===== src/rtl/alu_pkg.sv =====
// Shared constants for the bit-serial ALU controller.
// Holds the op encoding driven onto m1:m0 and the controller state encoding.
package alu_pkg;

    localparam logic [1:0] OP_ADD = 2'b00;
    localparam logic [1:0] OP_SUB = 2'b01;
    localparam logic [1:0] OP_CMP = 2'b10;
    localparam logic [1:0] OP_AND = 2'b11;

    typedef enum logic [1:0] {
        IDLE  = 2'b00,
        SHIFT = 2'b01,
        DONE  = 2'b10
    } state_e;

endpackage


===== src/rtl/alu_serial_ctrl.sv =====
// Bit-serial ALU controller: feeds operands LSB first to an external
// combinational 1-bit slice and assembles the result word and status flags.
// Ports:
//   clk, rst_n                  clock, async active-low reset
//   in_valid/in_ready, op,      request handshake, operation and operands
//   op_a, op_b
//   a_bit, b_bit, cin_bit,      drives to the 1-bit slice (0 outside SHIFT)
//   m0, m1
//   f_bit, cout_bit, n_bit      slice returns, same cycle
//   out_valid/out_ready,        result handshake, result word and flags
//   result, flag_z/c/n
//   flag_v                      signed overflow, only with ALU_SERIAL_OVF_EN
module alu_serial_ctrl
    import alu_pkg::*;
#(
    parameter int unsigned WIDTH = 4
) (
    input  logic             clk,
    input  logic             rst_n,
    input  logic             in_valid,
    output logic             in_ready,
    input  logic [1:0]       op,
    input  logic [WIDTH-1:0] op_a,
    input  logic [WIDTH-1:0] op_b,
    output logic             a_bit,
    output logic             b_bit,
    output logic             cin_bit,
    output logic             m0,
    output logic             m1,
    input  logic             f_bit,
    input  logic             cout_bit,
    input  logic             n_bit,
    output logic             out_valid,
    input  logic             out_ready,
    output logic [WIDTH-1:0] result,
    output logic             flag_z,
    output logic             flag_c,
`ifdef ALU_SERIAL_OVF_EN
    output logic             flag_v,
`endif
    output logic             flag_n
);

    localparam int unsigned CW = (WIDTH > 2) ? $clog2(WIDTH) : 1;

    state_e           state_q, state_d;
    logic [1:0]       op_q;
    logic [WIDTH-1:0] a_sh, b_sh;
    logic [CW-1:0]    cnt;
    logic             carry_q;
    logic             eq_q, gt_q, lt_q;

    logic             accept;
    logic             in_shift;
    logic             last;
    logic             is_arith;
    logic [WIDTH-1:0] res_nxt;
    logic             eq_nxt, gt_nxt, lt_nxt;

    assign accept   = (state_q == IDLE) && in_valid;
    assign in_shift = (state_q == SHIFT);
    assign last     = (cnt == CW'(WIDTH - 1));
    assign is_arith = (op_q == OP_ADD) || (op_q == OP_SUB);
    assign res_nxt  = {f_bit, result[WIDTH-1:1]};

    // A differing bit overrides the compare state; later bits are more significant.
    assign eq_nxt = f_bit ? eq_q : 1'b0;
    assign gt_nxt = f_bit ? gt_q : cout_bit;
    assign lt_nxt = f_bit ? lt_q : n_bit;

    // State register
    always_ff @(posedge clk or negedge rst_n) begin
        if (!rst_n) state_q <= IDLE;
        else        state_q <= state_d;
    end

    // Next-state and slice/handshake decode
    always_comb begin
        state_d   = state_q;
        in_ready  = 1'b0;
        out_valid = 1'b0;
        a_bit     = 1'b0;
        b_bit     = 1'b0;
        cin_bit   = 1'b0;
        m0        = 1'b0;
        m1        = 1'b0;
        case (state_q)
            IDLE: begin
                in_ready = 1'b1;
                if (in_valid) state_d = SHIFT;
            end
            SHIFT: begin
                a_bit   = a_sh[0];
                b_bit   = b_sh[0];
                cin_bit = is_arith ? carry_q : 1'b0;
                m0      = op_q[0];
                m1      = op_q[1];
                if (last) state_d = DONE;
            end
            DONE: begin
                out_valid = 1'b1;
                if (out_ready) state_d = IDLE;
            end
            default: state_d = IDLE;
        endcase
    end

    // Operand shifting, result assembly and flag capture on the final bit
    always_ff @(posedge clk or negedge rst_n) begin
        if (!rst_n) begin
            op_q    <= OP_ADD;
            a_sh    <= '0;
            b_sh    <= '0;
            cnt     <= '0;
            carry_q <= 1'b0;
            eq_q    <= 1'b0;
            gt_q    <= 1'b0;
            lt_q    <= 1'b0;
            result  <= '0;
            flag_z  <= 1'b0;
            flag_c  <= 1'b0;
            flag_n  <= 1'b0;
`ifdef ALU_SERIAL_OVF_EN
            flag_v  <= 1'b0;
`endif
        end else if (accept) begin
            op_q    <= op;
            a_sh    <= op_a;
            b_sh    <= op_b;
            cnt     <= '0;
            carry_q <= (op == OP_SUB);
            eq_q    <= 1'b1;
            gt_q    <= 1'b0;
            lt_q    <= 1'b0;
            result  <= '0;
        end else if (in_shift) begin
            a_sh <= a_sh >> 1;
            b_sh <= b_sh >> 1;
            cnt  <= cnt + CW'(1);
            if (op_q != OP_CMP) result <= res_nxt;
            if (is_arith)       carry_q <= cout_bit;
            if (op_q == OP_CMP) begin
                eq_q <= eq_nxt;
                gt_q <= gt_nxt;
                lt_q <= lt_nxt;
            end
            if (last) begin
                case (op_q)
                    OP_CMP: begin
                        flag_z <= eq_nxt;
                        flag_c <= gt_nxt;
                        flag_n <= lt_nxt;
                    end
                    OP_AND: begin
                        flag_z <= (res_nxt == '0);
                        flag_c <= 1'b0;
                        flag_n <= f_bit;
                    end
                    default: begin
                        flag_z <= (res_nxt == '0);
                        flag_c <= cout_bit;
                        flag_n <= f_bit;
                    end
                endcase
`ifdef ALU_SERIAL_OVF_EN
                // Carry into the MSB is the carry register during the last bit.
                flag_v <= is_arith ? (carry_q ^ cout_bit) : 1'b0;
`endif
            end
        end
    end

endmodule


===== config.mk =====
export PLATFORM = sky130hd
export DESIGN_NAME = alu_serial_ctrl
export DESIGN_NICKNAME = d
export VERILOG_FILES = /design/src/rtl/alu_pkg.sv /design/src/rtl/alu_serial_ctrl.sv
export SDC_FILE = /design/constraint.sdc
export NUM_CORES = 1
export LEC_CHECK = 0
export CAP_MARGIN = 10
export CORE_MARGIN = 1
export CORE_UTILIZATION = 47
export DETAILED_ROUTE_END_ITERATION = 6
export PLACE_DENSITY = 0.77
export SYNTH_ARGS = -nofsm -noshare
export SYNTH_HDL_FRONTEND = slang
export SYNTH_SLANG_ARGS = --single-unit

===== constraint.sdc =====
create_clock -name clk -period 1.78 [get_ports clk]
set_input_delay 0.178 -clock clk [delete_from_list [all_inputs] [get_ports clk]]
set_output_delay 0.178 -clock clk [all_outputs]
set_load 0.01 [all_outputs]

==> results list <==
* Run status: finished, final reports clean
- In the synthesized netlist, the number of instances is 118.
- Unrepaired setup endpoints after global routing: no
- On the final layout, the worst clock skew is 0.00503 ns.
- Remaining global-route overflow: 0
- Iter 0 DRT Violations: 29
* Hold buffer count at CTS: 0
- Master cell of the clock root buffer: sky130_fd_sc_hd__clkbuf_4
- The worst setup path is of the reg2out kind.
- Final count of hold timing violations: 0
- Share of the synthesized area in compound gates (AO/OA/AOI/OAI): 16.8%
- Count of placed standard cells including taps: 179
- The final critical path takes up 95.9% of the cycle.
- Crit path max-delay cell type: sky130_fd_sc_hd__dfrtp_1
* I/O Buffers: 30
* Flip-flop and latch count after synthesis: 25
- Data on the critical path is required at its endpoint by 1.60 ns.
* Routed Antenna Nets: 0
- Top flip-flop cell by instance count after synthesis: sky130_fd_sc_hd__dfrtp_1
- Number of placement rows: 17
* Post-Place Worst Slack: 0.161 ns
- Starting Density: 51.3%
- Area share of the largest cell type after synthesis: 54.1%
- Fraction of layout cells with a size suffix above 1: 13.8%
* Parity-gate share of the synthesized area counting xor and xnor cells: 0%
- In this run the critical register-to-register path is launched from state_q[1].
- Delay of the slowest cell on the worst path: 0.40 ns
- Entering global routing, the biggest net connects 26 pins.
- Global placement routability congestion: about 0.77
- Pins over their slew limit: 0
- The synthesized netlist devotes under 10% of its cell area to adder and majority cells.
- Peak ir drop on the vdd network: 0.947 mV
* Routed length per placed instance: 14.2 um
- Detailed Routing Iterations Pass 1: 4
* Die H: 51.6 um
* Number of synthesized flops with an enable pin: 0
* Clock Latency Late Sink: just over 0.3 ns
* Synthesized net count: 136
* Most used cell along the critical path: sky130_fd_sc_hd__buf_4
* # fillers: 184
* Width of the chip: 51.6 um
* Final setup vio count: 0
- Worst relative slew slack: about two thirds
- STA classifies the critical path startpoint as a flip-flop.
- Most instantiated library cell after synthesis: sky130_fd_sc_hd__dfrtp_1
* Per-cell via count in the routed design: approximately 5.5
- Leakage power: around 0.00077 uW
- The area growth from synthesis to layout is 38.6%.
- After synthesis, flip-flops and latches occupy 54.1% of the total area.
- Endpoint class of the critical path: output pin
- CORE AREA: around 2300 sq um
* Overall via count from detail_route: 1,032
- Dividing the synthesized area by the synthesized cell count gives about 9.8 sq um.
* Synth Area in Simple Gates: 20.6%
* Clock period minus worst slack: approximately 1.7 ns
- Maximum clock rate: 586 MHz
- After the last flow step, the layout net total stands at 178.
- The initial antenna violation count was 0.
- After routing the design area is 1600 sq um.
- Max Fanout on Critical Path: 4
- CTS tree: built
* Classification of the worst-slack hold path: in2async
- The number of clock buffers added by TritonCTS is 3.
- The signal on the critical path passes through nor2b_2 > buf_4 > buf_4 > and3_1 > clkdlybuf4s15_1.
* Clock sink count: 25
- In this run the power density over the cells is 1640 nW/um^2.
- Count of unique library cells instantiated by Yosys: 28
- Slew of the pin with the lowest slew margin: 0.507 ns
* Main combinational cell family by area after synthesis: simple AND/OR/NAND/NOR gates
- Synth Cell Area: 1160 sq um
- Wires add up to 2660 um.
- Post-DP HPWL: 1900 um
- Final Non-Filler Cells: 187
- DRC: 0
* Most area-consuming cells after synthesis: sky130_fd_sc_hd__dfrtp_1 (54%), sky130_fd_sc_hd__nand2_1 (7.5%), sky130_fd_sc_hd__a22oi_1 (4.5%)
- Of the post-synthesis cell area, the part taken by muxes is 3.90%.
- Setup total negative slack: 0 ns
- Ys Warns: 0
* Cell Area, Placed: 1530 sq um
* Most area-hungry cell type in the Yosys netlist: sky130_fd_sc_hd__dfrtp_1
- Top cell types by occurrence after synthesis: sky130_fd_sc_hd__dfrtp_1 (25), sky130_fd_sc_hd__nand2_1 (23), sky130_fd_sc_hd__o21ai_0 (9)
- Gr usage total: a little under a quarter
- The most critical setup path has its startpoint at state_q[0].
* Synth async-reset ratio: 100%
- Number of top-level design ports: 31
- Clock-pin slew was measured on the worst setup and hold paths at 0.14 ns.
- The number of antenna diodes in the final layout is 0.
- Longest Clk Path Bufs: 2
* Global-route wire length before repair: around 4600 um
* Sum of internal, switching and leakage power: around 2600 uW
- The die covers 2660 sq um.
- Least setup slack across all paths after layout: 0.0721 ns
- For the worst setup path, the data arrival time is 1.53 ns.
- Number of levels the H-tree was split into: 1
- The tool flagged a number of max-cap violations equal to 0.
* Via count of the first global-routing pass: 1,020
-- final timing paths --
path	end	slack, ns	cells after the start
worst max-delay path	cin_bit	0.07	5
worst min-delay path	gt_q	0.20	2
worst max register to register	gt_q	0.30	5
worst min register to register	b_sh[2]	0.49	2
max in group asynchronous	a_sh[1]	1.33	2
min in group clk	a_sh[3]	0.39	3
-- power by group --
group | switching [uW] | internal (uW)
Clock | 171 | 84.0
Combinational | 689 | 707
Sequential | 155 | 818
-- placed cells by master, fill, tap and decap left out, drive strengths merged --
cell / instances
buf: 12
nor3: 1
mux2: 4
a21oi: 8
a31oi: 2
clkdlybuf4s50: 23
nand3: 4
nand3b: 1
dfrtp: 25
and3: 1
dlygate4sd2: 3
o21ai: 13
nand2: 23
nand2b: 4
nor2b: 3
nor3b: 2
clkinv: 1
a221oi: 1
and2: 3
and2b: 1
clkdlybuf4s15: 2
clkbuf: 3
o31ai: 1
dlymetal6s2s: 2
a22oi: 7
inv: 3
nor2: 3
nor4: 1
o21bai: 1
ha: 1
-- cell families after synthesis --
| group | count (synthesis) |
|---|---|
| simple gates | 47 |
| compound gates | 33 |
| flops | 25 |
| buf+inv | 8 |
| mux | 4 |
| fa+ha+maj | 1 |
-- state kept, by name (all words and copies together) (netlist names), 2 cells and up --
signal / flops
state_q: 2
a_sh: 4
op_q: 2
result: 4
b_sh: 4
cnt: 2
-- per-layer routing --
layer,up-vias,wire (um),track usage [%]
li1,490,-,-
met1,503,1210,31.3
met2,39,1330,40.5
met3,0,117,2.92
met4,0,0,5.86
met5,-,0,0
-- worst max-delay path, delay by kind of cell (launching register included) --
kind | cells | cell delay [ns]
buffers and inverters | 3 | 0.48
flip-flops | 1 | 0.40
AND/OR/NAND/NOR | 2 | 0.34
-- final cells by class --
class | count | area [sq um] | area share [%]
flip-flops and latches | 25 | 626 | 39.0
repair buffers | 42 | 404 | 25.2
clock buffers | 3 | 22.5 | 1.41
clock inverters | 1 | 5.00 | 0.312
multi-input cells | 85 | 499 | 31.1
inverters | 3 | 11.3 | 0.703
well taps | 28 | 35.0 | 2.19
-- timing repair --
item                                    CTS  global route
resized for setup                         7             5
endpoints found under the setup margin    6             4
buffers inserted                          4             0
-- stage by stage --
step	hold slack [ns]	util, %
5_1_grt	0.246	71.1
3_3_place_gp	0.450	68.0
3_5_place_dp	0.465	68.0
2_1_floorplan	-0.118	-
4_1_cts	0.210	70.6
6_report	0.201	71.1
Note: power is estimated with default switching activity, not from simulation.
